<file path="config.mk">
export PLATFORM = sky130hd
export DESIGN_NAME = ps2_host_rx
export DESIGN_NICKNAME = d
export VERILOG_FILES = /design/src/rtl/ps2_host_rx.sv
export SDC_FILE = /design/constraint.sdc
export NUM_CORES = 1
export LEC_CHECK = 0
export ABC_AREA = 1
export BUFFER_PORTS_ARGS = -buffer_cell sky130_fd_sc_hd__buf_2
export CAP_MARGIN = 25
export CORE_UTILIZATION = 44
export CTS_CLUSTER_DIAMETER = 50
export DETAILED_ROUTE_END_ITERATION = 10
export GPL_TIMING_DRIVEN = 1
export PLACE_DENSITY = 0.63
export SETUP_SLACK_MARGIN = 0.1
export SLEW_MARGIN = 20
export SYNTH_ARGS = -nofsm -noshare
export SYNTH_HDL_FRONTEND = slang
export SYNTH_SLANG_ARGS = --single-unit
</file>
<file path="constraint.sdc">
create_clock -name i_clk -period 3.3 [get_ports i_clk]
set_input_delay 0.165 -clock i_clk [delete_from_list [all_inputs] [get_ports i_clk]]
set_output_delay 0.165 -clock i_clk [all_outputs]
set_load 0.05 [all_outputs]
</file>
<file path="src/rtl/ps2_host_rx.sv">
// Host-side PS/2 receiver: synchronises and filters the device lines, deframes
// 11-bit frames and folds E0/F0 prefixes into flags on the following scan code.
module ps2_host_rx #(
   parameter int unsigned SYNC_STAGES  = 2,
   parameter int unsigned FILTER_LEN   = 4,
   parameter logic [31:0] TIMEOUT      = 32'd100000,
   parameter bit          CHECK_PARITY = 1'b1
) (
   input  logic       i_clk,
   input  logic       i_rst,
   input  logic       i_ps2_clk,
   input  logic       i_ps2_data,
   output logic [7:0] o_code,
   output logic       o_ext,
   output logic       o_break,
   output logic       o_valid,
   output logic       o_err,
   output logic       o_busy
);

   typedef enum logic [1:0] {IDLE, DATA, PARITY, STOP} state_t;

   logic [SYNC_STAGES-1:0] clk_sync;
   logic [SYNC_STAGES-1:0] data_sync;
   logic [FILTER_LEN-1:0]  filt_sr;
   logic                   filt_q;
   logic                   fall;
   logic                   data_s;

   state_t      state_q, state_nxt;
   logic [2:0]  bit_cnt_q, bit_cnt_nxt;
   logic [7:0]  shift_q, shift_nxt;
   logic        par_q, par_nxt;
   logic        ext_f_q, ext_f_nxt;
   logic        brk_f_q, brk_f_nxt;
   logic [31:0] to_cnt_q, to_cnt_nxt;
   logic [7:0]  code_nxt;
   logic        ext_nxt, brk_nxt, valid_nxt, err_nxt;
   logic        frame_good;
   logic        timeout_hit;

   always_ff @(posedge i_clk) begin
      if (i_rst) begin
         clk_sync  <= '1;
         data_sync <= '1;
         filt_sr   <= '1;
         filt_q    <= 1'b1;
      end else begin
         clk_sync  <= {clk_sync[SYNC_STAGES-2:0], i_ps2_clk};
         data_sync <= {data_sync[SYNC_STAGES-2:0], i_ps2_data};
         filt_sr   <= {filt_sr[FILTER_LEN-2:0], clk_sync[SYNC_STAGES-1]};
         if (filt_sr == '1)
            filt_q <= 1'b1;
         else if (filt_sr == '0)
            filt_q <= 1'b0;
      end
   end

   // Strobe coincides with the cycle the filtered level drops, so data is sampled in step.
   assign fall   = filt_q & (filt_sr == '0);
   assign data_s = data_sync[SYNC_STAGES-1];

   assign frame_good  = data_s && (!CHECK_PARITY || (^{shift_q, par_q}));
   assign timeout_hit = (state_q != IDLE) && (to_cnt_q == TIMEOUT - 32'd1);

   always_comb begin
      state_nxt   = state_q;
      bit_cnt_nxt = bit_cnt_q;
      shift_nxt   = shift_q;
      par_nxt     = par_q;
      ext_f_nxt   = ext_f_q;
      brk_f_nxt   = brk_f_q;
      code_nxt    = o_code;
      ext_nxt     = o_ext;
      brk_nxt     = o_break;
      valid_nxt   = 1'b0;
      err_nxt     = 1'b0;
      to_cnt_nxt  = (state_q == IDLE || fall) ? '0 : to_cnt_q + 32'd1;

      if (fall) begin
         unique case (state_q)
            IDLE: begin
               if (!data_s) begin
                  state_nxt   = DATA;
                  bit_cnt_nxt = '0;
               end
            end
            DATA: begin
               shift_nxt   = {data_s, shift_q[7:1]};
               bit_cnt_nxt = bit_cnt_q + 3'd1;
               if (bit_cnt_q == 3'd7)
                  state_nxt = PARITY;
            end
            PARITY: begin
               par_nxt   = data_s;
               state_nxt = STOP;
            end
            STOP: begin
               state_nxt = IDLE;
               if (!frame_good) begin
                  err_nxt   = 1'b1;
                  ext_f_nxt = 1'b0;
                  brk_f_nxt = 1'b0;
               end else if (shift_q == 8'hE0) begin
                  ext_f_nxt = 1'b1;
               end else if (shift_q == 8'hF0) begin
                  brk_f_nxt = 1'b1;
               end else begin
                  code_nxt  = shift_q;
                  ext_nxt   = ext_f_q;
                  brk_nxt   = brk_f_q;
                  valid_nxt = 1'b1;
                  ext_f_nxt = 1'b0;
                  brk_f_nxt = 1'b0;
               end
            end
            default: state_nxt = IDLE;
         endcase
      end else if (timeout_hit) begin
         state_nxt  = IDLE;
         err_nxt    = 1'b1;
         ext_f_nxt  = 1'b0;
         brk_f_nxt  = 1'b0;
         to_cnt_nxt = '0;
      end
   end

   always_ff @(posedge i_clk) begin
      if (i_rst) begin
         state_q   <= IDLE;
         bit_cnt_q <= '0;
         shift_q   <= '0;
         par_q     <= 1'b0;
         ext_f_q   <= 1'b0;
         brk_f_q   <= 1'b0;
         to_cnt_q  <= '0;
         o_code    <= '0;
         o_ext     <= 1'b0;
         o_break   <= 1'b0;
         o_valid   <= 1'b0;
         o_err     <= 1'b0;
      end else begin
         state_q   <= state_nxt;
         bit_cnt_q <= bit_cnt_nxt;
         shift_q   <= shift_nxt;
         par_q     <= par_nxt;
         ext_f_q   <= ext_f_nxt;
         brk_f_q   <= brk_f_nxt;
         to_cnt_q  <= to_cnt_nxt;
         o_code    <= code_nxt;
         o_ext     <= ext_nxt;
         o_break   <= brk_nxt;
         o_valid   <= valid_nxt;
         o_err     <= err_nxt;
      end
   end

   assign o_busy = (state_q != IDLE);

endmodule

</file>
# --- Word-level counts from Yosys, hierarchy flattened ---
# Cells that the tools add are included.
# W data, S select, Z words.
totals:
  rom_bits: 0
  mem_bits_rw: 0
  word_cells: 82
  input_bits: 4
  reg_bits: 69
  mem_count: 0
  output_inout_bits: 13
  latchBits: 0
op_classes:
  multipliers: 0
  n_reduce_logical: 18
  n_div: 0
  mux: 26
  add_sub_neg: 2
  n_eq_ne: 14
  magnitude_cmp: 0
  shifts: 0
  n_bitwise: 6
ops:
  columns: ["operator", "count"]
  rows:
  - ["$mux W32", 3]
  - ["$add A32 B1 Y32 const B", 1]
  - ["$eq A32 B17 Y1 const B", 1]
  - ["$eq A8 B8 Y1 const B", 2]
  - ["$mux W1", 16]
  - ["$reduce_and A3 Y1", 4]
  - ["$ne A3 B3 Y1 const B", 3]
  - ["$reduce_xor A9 Y1", 1]
  - ["$mux W2", 4]
  - ["$pmux W2 S4", 1]
  - ["$pmux W3 S2", 1]
  - ["$reduce_bool A2 Y1", 3]
  - ["$not A1 Y1", 5]
  - ["$reduce_and A5 Y1", 1]
  - ["$reduce_or A5 Y1", 1]
  - ["$eq A2 B2 Y1 const B", 2]
  - ["$eq A4 B4 Y1 const B", 1]
  - ["$logic_not A4 Y1", 1]
  - ["$ne A4 B4 Y1 const B", 1]
  - ["$reduce_and A2 Y1", 2]
  - ["$add A3 B1 Y3 const B", 1]
  - ["$eq A3 B3 Y1 const B", 1]
  - ["$mux W3", 1]
  - ["$eq A2 B1 Y1 const B", 1]
  - ["other kinds (7)", 8]

# --- Logic depth before layout (Yosys ltp) ---
# Gate-level depths: netlist of the first run.
depth:
  ltp_word: 6
  mapped_depth: 13
  mapped_depth_nobuf: 12

# --- Worst setup path before layout of the first run ---
# OpenSTA, ideal clock, no wires.
synth_timing:
  kind: "flip-flop to flip-flop"
  from: "reg state_q[0]"
  to: "reg to_cnt_q[20]"
  setup_time_ns: 0.064
  n_path_buf: 1
  setup_slack_ns: 1.519
  t_arrival_ns: 1.717
  stages_incl_launch_ff: 9
  period_less_slack_ns: 1.781
  t_required_ns: 3.236
  cell_sequence: "dfxtp_1 > inv_1 > ha_1 > inv_1 > nand3_1 > nor2_2 > inv_2 > buf_4 > nor2_1"
synth_via:
  elab_cells_between_ends: 7
  cone_classes: "mux (3); reduce/logical (4)"
synth_lines:
  columns: ["item", "line", "text"]
  rows:
  - ["start: declaration", "30", "state_t state_q, state_nxt;"]
  - ["start signal: assignment", "143", "state_q <= state_nxt;"]
  - ["$reduce_bool A2 Y1", null, null]
  - ["net o_busy", "18", "output logic o_busy"]
  - ["$logic_and A1 B1 Y1", "64", "assign timeout_hit = (state_q != IDLE) && (to_cnt_q == TIMEOUT - 32'd1);"]
  - ["$mux W32", "119", "end else if (timeout_hit) begin"]
  - ["$mux W32", "80", "if (fall) begin"]
  - ["end signal: assignment", "149", "to_cnt_q <= to_cnt_nxt;"]
  - ["end: declaration", "36", "logic [31:0] to_cnt_q, to_cnt_nxt;"]
# The timed path passes the listed nets, and every way through them passes these cells.
# A chain may end at the register's enable or synchronous reset.

# --- Final worst setup path of the first run ---
layout_timing:
  from: "reg filt_sr[0]"
  to: "reg bit_cnt_q[1]"
layout_via:
  elab_chain_len: 3
layout_lines:
  columns: ["item", "line", "text"]
  rows:
  - ["start: declaration", "25", "logic [FILTER_LEN-1:0] filt_sr;"]
  - ["start signal: assignment", "51", "filt_sr <= {filt_sr[FILTER_LEN-2:0], clk_sync[SYNC_STAGES-1]};"]
  - ["$logic_not A4 Y1", "60", "assign fall = filt_q & (filt_sr == '0);"]
  - ["$and A1 B1 Y1", "60", null]
  - ["$reduce_and A3 Y1 (no source line)", null, null]
  - ["end signal: assignment", "144", "bit_cnt_q <= bit_cnt_nxt;"]
  - ["end: declaration", "31", "logic [2:0] bit_cnt_q, bit_cnt_nxt;"]
# No other way between the ends.

==> results of run 1 <==
[what timing repair did]
action                                  CTS  global route
hold buffers                              2             0
endpoints found under the hold margin     2             0
endpoints found under the setup margin    0             0
[layer usage]
| metal | vias up | global-route usage (%) |
|---|---|---|
| met3 | 6 | 3.878 |
| met4 | 0 | 8.369 |
| met1 | 1283 | 28.16 |
| li1 | 1563 | - |
| met2 | 38 | 28.80 |
| met5 | - | 0 |
[power by group]
part           total [W]  internal (W)  switching (W)
clock           0.000771      0.000465       0.000307
sequential      0.000836      0.000835     0.00000118
combinational  0.0000154    0.00000569     0.00000968
[cell families after synthesis]
| family | Yosys count |
|---|---|
| adders and majority gates | 7 |
| DFF | 69 |
| AOI/OAI and AO/OA | 44 |
| buffers and inverters | 68 |
| xor gates and xnor gates | 18 |
| and+or+nand+nor | 270 |
[metrics by stage]
| stage | util, % | cells | total power (W) | setup slack (ns) | hold WS, ns |
|---|---|---|---|---|---|
| global route | 51.34 | 600 | 0.001676 | 1.110 | 0.1582 |
| global placement | 47.99 | 583 | 0.0008688 | 1.435 | 0.3515 |
| CTS | 51.34 | 600 | 0.001643 | 1.351 | 0.1397 |
| floorplan | - | 476 | 0.0008649 | 1.519 | 0.2688 |
| detailed placement | 47.99 | 583 | 0.0008694 | 1.363 | 0.3560 |
| finish | 51.34 | 600 | 0.001623 | 1.364 | 0.1511 |
[area by class of cell]
| class | count | share of cell area (%) |
|---|---|---|
| multi-input cells | 339 | 45.12 |
| inverters | 60 | 6.016 |
| well taps | 99 | 3.309 |
| clock buffers | 12 | 4.144 |
| clock inverters | 3 | 1.838 |
| repair buffers | 18 | 2.674 |
| flip-flops and latches | 69 | 36.90 |
[Yosys cell counts]
cell / number
inv_1: 56
nor3_1: 26
a31oi_1: 2
a311oi_1: 1
a22oi_1: 2
clkbuf_1: 1
o21a_1: 1
nand2_1: 101
nor2_4: 1
nand3_2: 1
o21ai_1: 1
o211a_1: 1
inv_2: 4
or2_2: 7
nor3_2: 2
nand3b_1: 1
nor2_1: 88
a21oi_1: 20
nor4_1: 6
nand3_1: 14
nand2_2: 4
buf_4: 4
nand4_4: 1
dfxtp_1: 69
buf_2: 2
o21ai_0: 16
buf_6: 1
nand4_2: 1
xor2_1: 12
ha_1: 7
xnor2_1: 6
nor2_2: 4
nand4_1: 13
[path summary, 6_finish.rpt]
check                             startpoint           end  slack, ns  depth (start not counted)
worst max-delay path              filt_sr[0]  bit_cnt_q[1]       1.36                          7
worst min-delay path                   i_rst    state_q[0]       0.15                          2
worst max register to register    filt_sr[0]  bit_cnt_q[1]       1.36                          7
worst min register to register  data_sync[0]  data_sync[1]       0.41                          1
[critical path: stages (launching register included)]
cell,delay [ns]
dfxtp_1,0.32
inv_1,0.11
nand4_2,0.25
nor2_1,0.67
inv_1,0.17
nor2_1,0.18
a22oi_1,0.08
nor2_1,0.08
[cells in the final DEF (no fill, tap or decap), drive strengths merged, types with 2 or more instances in the layout]
cell and count:
a22oi 2, or2 7, nor3 28, a21oi 20, nand4 15, xnor2 6
nand3 15, xor2 12, bufinv 2, o21ai 17, dlygate4sd3 2, nand2 105
ha 7, clkbuf 12, a31oi 2, buf 16, nor4 6, inv 60
nor2 93, dfxtp 69
[registers in the layout (all words and copies together), names as in the netlist, 2 cells and up]
signal     flops
filt_sr        4
data_sync      2
state_q        2
to_cnt_q      32
shift_q        8
clk_sync       2
bit_cnt_q      3
o_code         8
==> flow_metrics.py, run 1 <==
metrics = {
    "yosys": {
        "synth_cell_type_count": 33,
        "synth_seq_area_share_pct": 41.22,
        "syn_nets": 487,
        "syn-cell-area_mm2": 0.003351,
        "synth_top_area_share_pct": 41.22,
        "ys_ff_latch": 69,
        "yosys.area_share.simple_pct": 35.96,
        "yosysTopAreaCell": "dfxtp_1",
        "synth.avg_cell_area_um2": 7.039,
        "synth_top_family_by_area": "simple AND/OR/NAND/NOR gates",
        "synthMuxAreaShare_pct": 0,
        "synth_warnings": 0,
        "synth-xor-area-share_pct": 4.705,
        "synth_compound_area_share_pct": 7.132,
        "syn_inst": 476,
        "synthAdderAreaFrac_pct": 2.614,
        "yosys-top-cells-area": "dfxtp_1 41%, nand2_1 11%, nor2_1 9.9%",
    },
    "drt": {
        "routed-via-count": 2890,
        "met3_length_um": 171,
        "antenna_left": 0,
        "dr.pass1.iters": 4,
        "routed-wl-met2_um": 2946,
        "route.detailed.drc": 0,
        "via_per_inst": 4.817,
        "drt_iter0_drc": 161,
        "drt-total-wl_um": 6975,
        "highest_layer": "met4",
        "drt-wirelength-per-cell_um": 11.63,
        "wl_met1_um": 3804,
    },
    "global_routing": {
        "overflow": 0,
        "grt_max_degree": 27,
        "grt_pass1_vias": 2596,
        "grtUsageTotal_pct": 19.68,
        "grt_pass1_wl_um": 11910,
        "antenna_found_initial": 0,
    },
    "setup_path": {
        "cp.arrival_ns": 2.21,
        "crit_path_max_fanout": 15,
        "crit_type": "reg2reg",
        "crit_required_ns": 3.58,
        "cp-start-kind": "register",
        "critical_path.endpoint_type": "register",
    },
    "clock_network": {
        "cts_sinks": 69,
        "htree_levels": 3,
        "clk_pin_slew_ns": 0.07,
        "cts_tree": "built",
        "clockBufferDepth": 2,
        "clkLatencyLatePin_ns": 0.34,
        "cts.repair.resized": 0,
        "numCtsBuffers": 9,
        "cts_setup_buffers": 0,
        "root_buffer": "clkbuf_8",
    },
    "timing": {
        "grt_setup_unrepaired": "false",
        "finalSetupTns_ns": 0,
        "finalHoldViolCount": 0,
        "maxSlewHeadroom_pct": 48.27,
        "setup_viol": 0,
        "worst_slew_pin_slew_ns": 0.7730,
        "fin_crit_sh_pct": 58.68,
        "slew_violations": 0,
        "period_minus_slack_ns": 1.936,
        "fmax_mhz": 516.4,
        "skew_ns": 0.008525,
    },
    "final_layout": {
        "final_layout_size_suffix_gt1_share_pct": 10.98,
        "nFillCells": 740,
        "area_growth_pct": 11.73,
        "final_area_mm2": 0.003744,
        "area.sequential_mm2": 0.001381,
        "multi_input_area_mm2": 0.001689,
        "diodes": 0,
        "num-nets-final": 508,
    },
    "power": {
        "p_leak_nw": 1.466,
        "p_per_area_mw_per_mm2": 433.6,
        "max-vdd-ir-drop_mv": 0.2149,
    },
    "die": {
        "die_x_um": 89.27,
        "io_pins": 17,
        "die_y_um": 89.27,
        "initial_core_util_pct": 45.95,
        "die-area_mm2": 0.007968,
        "core_area_mm2": 0.007292,
        "rows": 31,
    },
    "run_status": {
        "status": "finished clean",
    },
    "placement": {
        "port_buffers": 16,
        "place_area_mm2": 0.003500,
        "gp_congestion": 0.9166,
        "hpwl_um": 5144,
    },
    "worst_hold_path": {
        "hold_class": "in2reg",
    },
    "run": {
        "max-cap-violations": 0,
    },
}
Note: power is estimated with default switching activity, not from simulation.
==> inputs of run 2 (changes only) <==
--- a/config.mk
+++ b/config.mk
@@ -5,14 +5,14 @@
 export SDC_FILE = /design/constraint.sdc
 export NUM_CORES = 1
 export LEC_CHECK = 0
-export ABC_AREA = 1
+export ABC_AREA = 0
 export BUFFER_PORTS_ARGS = -buffer_cell sky130_fd_sc_hd__buf_2
 export CAP_MARGIN = 25
 export CORE_UTILIZATION = 44
 export CTS_CLUSTER_DIAMETER = 50
 export DETAILED_ROUTE_END_ITERATION = 10
 export GPL_TIMING_DRIVEN = 1
-export PLACE_DENSITY = 0.63
+export PLACE_DENSITY = 0.66
 export SETUP_SLACK_MARGIN = 0.1
 export SLEW_MARGIN = 20
 export SYNTH_ARGS = -nofsm -noshare
==> constraint.sdc (replaced) <==
create_clock -name i_clk -period 1.64 [get_ports i_clk]
set_input_delay 0.082 -clock i_clk [delete_from_list [all_inputs] [get_ports i_clk]]
set_output_delay 0.082 -clock i_clk [all_outputs]
set_load 0.05 [all_outputs]
==> run 2 against run 1 <==
  * The flow now finishes with violations (negative setup slack)
  * Non-clock buffer count grew 66
  * Area after synthesis shrank 5.3%
  * Critical endpoint is now o_err
  * Critical path depth grew 1
  * First-iteration DRC count grew 6.2%
  * Global-route usage grew 0.057 points
==> flow_metrics.py, run 2 <==
metrics = {
    "run_status": {
        "status": "finished with violations",
        "violations": "negative setup slack",
    },
    "yosys": {
        "ys_top_cells_by_count": "69 x dfxtp_1, 51 x nor2_1, 30 x xnor2_1",
        "yosysTopAreaCell": "dfxtp_1",
        "syn_nets": 354,
        "synth_cell_type_count": 44,
        "ys.flop_type": "dfxtp_1",
        "synth_seq_area_share_pct": 43.55,
        "yosys-top-cells-area": "dfxtp_1 44%, xnor2_1 8.3%, mux2i_1 6.6%",
        "ys_ff_latch": 69,
        "synth_edf_count": 0,
        "synthArstFlopShare_pct": 0,
        "synth_top_area_share_pct": 43.55,
        "synth.avg_cell_area_um2": 9.247,
        "syn-cell-area_mm2": 0.003172,
        "synth_most_common_cell": "dfxtp_1",
        "syn_inst": 343,
        "synth_warnings": 0,
    },
    "placement": {
        "place_area_mm2": 0.003801,
        "hpwl_um": 4356,
        "dpl.cell_count": 493,
        "gp_congestion": 0.7730,
        "port_buffers": 16,
    },
    "power": {
        "p_per_area_mw_per_mm2": 687.9,
        "p_leak_nw": 1.792,
        "max-vdd-ir-drop_mv": 0.6113,
    },
    "worst_hold_path": {
        "hold_depth": 2,
        "hold_class": "in2reg",
    },
    "timing": {
        "period_minus_slack_ns": 1.883,
        "fmax_mhz": 531.1,
        "worst_slew_pin_slew_ns": 0.4358,
        "worst_slack_ns": -0.2428,
        "fin_crit_sh_pct": 114.8,
        "grt_setup_unrepaired": "true",
        "slew_violations": 0,
        "maxSlewHeadroom_pct": 70.74,
        "setup_viol": 47,
        "finalHoldViolCount": 0,
        "skew_ns": 0.008334,
    },
    "final_layout": {
        "final_common_cell": "dfxtp_1",
        "regMostFlops": "to_cnt_q",
        "final_layout_size_suffix_gt1_share_pct": 44.16,
        "area_growth_pct": 42.80,
        "stdcell_count": 524,
        "diodes": 0,
        "num-nets-final": 434,
        "final_area_mm2": 0.004529,
        "mostFrequentLayoutCells": "59 x dfxtp_1, 54 x buf_4, 27 x xnor2_1",
        "top_regs": "to_cnt_q x32, o_code x8, shift_q x8",
        "fin_util_pct": 65.94,
        "nFillCells": 531,
        "largest_register_ffs": 32,
    },
    "drt": {
        "antenna_left": 0,
        "route.detailed.drc": 0,
        "drt-wirelength-per-cell_um": 14.22,
        "drt_iter0_drc": 171,
        "dr.pass1.iters": 4,
        "routed-via-count": 2651,
        "drt-total-wl_um": 7452,
        "via_per_inst": 5.059,
    },
    "die": {
        "die_x_um": 86.91,
        "die_y_um": 86.91,
        "io_pins": 17,
        "die-area_mm2": 0.007552,
        "core_area_mm2": 0.006869,
        "initial_core_util_pct": 46.17,
        "rows": 30,
    },
    "clock_network": {
        "clk_pin_slew_ns": 0.08,
        "clkLatencyLatePin_ns": 0.35,
        "cts_sinks": 69,
        "cts_tree": "built",
        "numCtsBuffers": 9,
        "root_buffer": "clkbuf_8",
        "clockBufferDepth": 2,
        "htree_levels": 3,
    },
    "setup_path": {
        "crit_path_max_fanout": 4,
        "cp-start-kind": "register",
        "crit_required_ns": 1.90,
        "worst_r2r_path_depth": 8,
        "cp.arrival_ns": 2.14,
        "crit_type": "reg2reg",
        "critical_path.endpoint_type": "register",
    },
    "global_routing": {
        "grtUsageTotal_pct": 19.74,
        "overflow": 0,
        "grt_pass1_vias": 2534,
        "antenna_found_initial": 0,
        "grt_pass1_wl_um": 11480,
        "grt_max_degree": 37,
    },
    "run": {
        "max-cap-violations": 0,
    },
}
run 2: changes by cell type in the layout (fill, tap and decap cells not counted), moves of 10 or more:
cell,before,now
inv_1,56,11
xnor2_1,6,27
nor2_1,88,22
dfxtp_1,69,59
mux2i_1,0,21
buf_4,0,54
o21ai_0,16,0
nor3_1,26,1
nand2b_1,0,21
a21oi_1,20,4
nor2_2,4,21
nand2_1,101,17
run 2: worst paths after layout:
| kind | startpoint | end | slack (ns) |
|---|---|---|---|
| max | to_cnt_q[1] | o_err | -0.24 |
| min | i_rst | bit_cnt_q[0] | 0.08 |
| max reg2reg | to_cnt_q[1] | o_err | -0.24 |
| min reg2reg | data_sync[0] | data_sync[1] | 0.41 |
run 2: stage by stage:
stage	total power, W	hold slack (ns)	setup WS (ns)	TNS, ns
after floorplan	0.001747	0.1858	-0.1203	-1.389
after global placement	0.001757	0.2660	-0.2276	-5.887
after detailed placement	0.001757	0.2712	-0.2357	-6.708
after CTS	0.003139	0.06342	-0.1783	-3.698
after global routing	0.003209	0.08063	-0.3318	-11.18
final	0.003116	0.07745	-0.2428	-7.323
run 2: kinds of logic (layout without fill, tap and decap cells):
family	after synthesis	in the layout	share of synthesized area, %
buffers and inverters	29	114	3.866
xor gates and xnor gates	37	37	11.52
DFF	69	69	43.55
AOI/OAI and AO/OA	13	13	2.722
muxes	21	21	6.627
and+or+nand+nor	167	167	28.96
adders and majority gates	7	7	2.761
run 2: area by class of cell:
type	instances	area, µm²	area share (%)
well taps	96	120.1	2.652
clock inverters	7	76.32	1.685
multi-input cells	245	2039	45.03
repair buffers	84	714.4	15.77
inverters	14	56.30	1.243
clock buffers	9	123.9	2.735
flip-flops and latches	69	1399	30.88
run 2: timing repair:
item,in CTS,in global routing
hold buffers,2,0
endpoints found under the setup margin,56,58
pin swaps,23,19
buffers inserted,3,7
hold endpoints to repair,2,0
cloned,1,2
gates resized for setup,41,45
run 2: metal layers:
layer / share of wire, % / up-vias / GRT usage, % / routed length (µm)
met1: 46 / 1260 / 24.33 / 3407
met5: 0 / - / 0 / 0
met4: 2.3 / 0 / 10.76 / 174
li1: - / 1324 / - / -
met3: 2.7 / 20 / 5.118 / 201
met2: 49 / 47 / 31.50 / 3669
run 2: worst max-delay path, stage by stage (launching register included):
cell      delay (ns)
dfxtp_4         0.37
ha_4            0.13
and4_4          0.21
nand4_1         0.15
buf_4           0.18
nor4_4          0.36
buf_4           0.17
nor2_1          0.03
a311oi_1        0.19
run 2: power by group:
part           internal, W  switching [W]  total (W)
clock network     0.000706       0.000690    0.00140
logic            0.0000198      0.0000195  0.0000393
registers          0.00168     0.00000369    0.00168
total              0.00240       0.000714    0.00312
==> inputs of run 3 (changes only) <==
--- a/config.mk
+++ b/config.mk
@@ -13,7 +13,7 @@
 export DETAILED_ROUTE_END_ITERATION = 10
 export GPL_TIMING_DRIVEN = 1
 export PLACE_DENSITY = 0.66
-export SETUP_SLACK_MARGIN = 0.1
+export SETUP_SLACK_MARGIN = 0.5
 export SLEW_MARGIN = 20
 export SYNTH_ARGS = -nofsm -noshare
 export SYNTH_HDL_FRONTEND = slang
==> constraint.sdc (replaced) <==
create_clock -name i_clk -period 1.64 [get_ports i_clk]
set_input_delay 0.082 -clock i_clk [delete_from_list [all_inputs] [get_ports i_clk]]
set_output_delay 0.082 -clock i_clk [all_outputs]
set_load 0.1 [all_outputs]
==> run 3 against run 2 <==
  * The flow still finishes with violations (negative setup slack)
  * Die area unchanged
  * Worst hold slack better by 0.072 ns
  * Largest power group unchanged
  * Fmax up 3.1%
  * Power down 3.2%
  * Critical path type unchanged
  * Clock power down 8%
  * Routed wire length up 0.44%
  * First-iteration DRC count down 44%
  * Global-route usage up 0.89 points
==> flow_metrics.py, run 3 (same netlist as run 2, synthesis figures left out) <==
metrics = {
    "run_status": {
        "status": "finished with violations",
        "violations": "negative setup slack",
    },
    "setup_path": {
        "crit_type": "reg2reg",
        "cp.arrival_ns": 2.06,
        "critical_path.endpoint_type": "register",
        "worst_r2r_path_depth": 7,
        "crit_required_ns": 1.87,
        "cp-start-kind": "register",
        "crit_path_max_fanout": 8,
    },
    "power": {
        "total_power_w": 0.003015,
        "max-vdd-ir-drop_mv": 0.4614,
        "p_leak_nw": 1.751,
        "p_per_area_mw_per_mm2": 636.6,
    },
    "final_layout": {
        "multi_input_area_mm2": 0.002156,
        "stdcell_count": 527,
        "area.sequential_mm2": 0.001408,
        "diodes": 0,
        "top_regs": "to_cnt_q x32, o_code x8, shift_q x8",
        "area_growth_pct": 49.35,
        "largest_register_ffs": 32,
        "mostFrequentLayoutCells": "64 x buf_4, 52 x dfxtp_1, 29 x nor2_4",
        "final_common_cell": "buf_4",
        "regMostFlops": "to_cnt_q",
        "nFillCells": 499,
        "num-nets-final": 437,
        "final_layout_size_suffix_gt1_share_pct": 47.33,
    },
    "clock_network": {
        "clkLatencyLatePin_ns": 0.35,
        "cts_sinks": 69,
        "cts_tree": "built",
        "root_buffer": "clkbuf_8",
        "clockBufferDepth": 2,
        "clk_pin_slew_ns": 0.08,
        "numCtsBuffers": 9,
        "htree_levels": 3,
    },
    "timing": {
        "setup_viol": 45,
        "period_minus_slack_ns": 1.827,
        "finalHoldViolCount": 0,
        "hold_slack_ns": 0.1496,
        "fmax_mhz": 547.4,
        "maxSlewHeadroom_pct": 70.95,
        "slew_violations": 0,
        "worst_slew_pin_slew_ns": 0.4358,
        "worst_slack_ns": -0.1868,
        "fin_crit_sh_pct": 111.4,
        "grt_setup_unrepaired": "true",
        "skew_ns": 0.01159,
    },
    "global_routing": {
        "grtUsageTotal_pct": 20.62,
        "grt_max_degree": 27,
        "grt_use_met1_pct": 26.25,
        "globalRoute.busiestLayer": "met2",
        "gr-usage-met2_pct": 32.93,
        "grt_pass1_vias": 2622,
        "overflow": 0,
        "antenna_found_initial": 0,
        "met3_usage_pct": 5.403,
        "grt_pass1_wl_um": 11950,
    },
    "drt": {
        "drt_iter0_drc": 95,
        "via_per_inst": 5.114,
        "drt-total-wl_um": 7485,
        "drt-wirelength-per-cell_um": 14.20,
        "dr.pass1.iters": 4,
        "routed-via-count": 2695,
        "route.detailed.drc": 0,
        "antenna_left": 0,
    },
    "worst_hold_path": {
        "hold_class": "in2reg",
        "hold_depth": 2,
    },
    "die": {
        "initial_core_util_pct": 46.17,
        "die_x_um": 86.91,
        "die-area_mm2": 0.007552,
        "die_y_um": 86.91,
        "core_area_mm2": 0.006869,
        "io_pins": 17,
        "rows": 30,
    },
    "placement": {
        "dpl.cell_count": 489,
        "hpwl_um": 4143,
        "gp_congestion": 0.7403,
        "port_buffers": 16,
        "post-place-ws_ns": -0.1947,
    },
    "run": {
        "max-cap-violations": 0,
    },
}
-- run 3: cell count changes in the layout (fill, tap and decap cells not counted), sizes merged --
cell and delta:
buf +5, clkinv -2, bufinv -1, inv +1
-- run 3: final cells by class --
type                            count  share of cell area (%)
Multi-Input combinational cell    245                   45.51
Sequential cell                    69                   29.71
Tap cell                           96                   2.536
Timing Repair Buffer               87                   17.09
Inverter                           14                   1.241
Clock buffer                       11                   3.196
Clock inverter                      5                  0.7132
-- run 3: worst paths after layout --
path / end / from / slack [ns]
worst max-delay path: to_cnt_q[27] / to_cnt_q[14] / -0.19
worst min-delay path: par_q / i_rst / 0.15
worst max register to register: to_cnt_q[27] / to_cnt_q[14] / -0.19
worst min register to register: filt_sr[0] / clk_sync[1] / 0.41
-- run 3: routing by layer --
layer	share of wire, %	wire length [µm]
met4	1.3	100
met2	49	3680
met1	46	3432
met5	0	0
met3	3.6	272
-- run 3: critical path, stage by stage (launching register included) --
cell and delay, ns:
dfxtp_1 0.39, nor4_1 0.32, nand4_1 0.24, nor3_2 0.22, or3_4 0.22, buf_6 0.13
buf_16 0.16, nor2_4 0.04
-- run 3: where the power goes --
part	internal [W]	total (W)	switching [W]
Sequential	0.00168	0.00168	0.00000396
Combinational	0.0000209	0.0000406	0.0000197
Clock	0.000631	0.00129	0.000663
-- run 3: stage by stage --
stage          cell area [µm²]  util, %  setup TNS, ns
2_1_floorplan             3258        -         -7.088
3_3_place_gp              3755    54.66         -3.474
3_5_place_dp              3755    54.66         -4.794
4_1_cts                   4453    64.83         -3.556
5_1_grt                   4737    68.96         -10.07
6_report                  4737    68.96         -6.077
-- run 3: what timing repair did --
item / CTS / global route
hold buffers: 2 / 0
pin swaps: 17 / 11
gates cloned: 4 / 0
hold endpoints to repair: 2 / 0
setup endpoints to repair: 73 / 62
buffers inserted: 8 / 8
gates resized for setup: 92 / 55
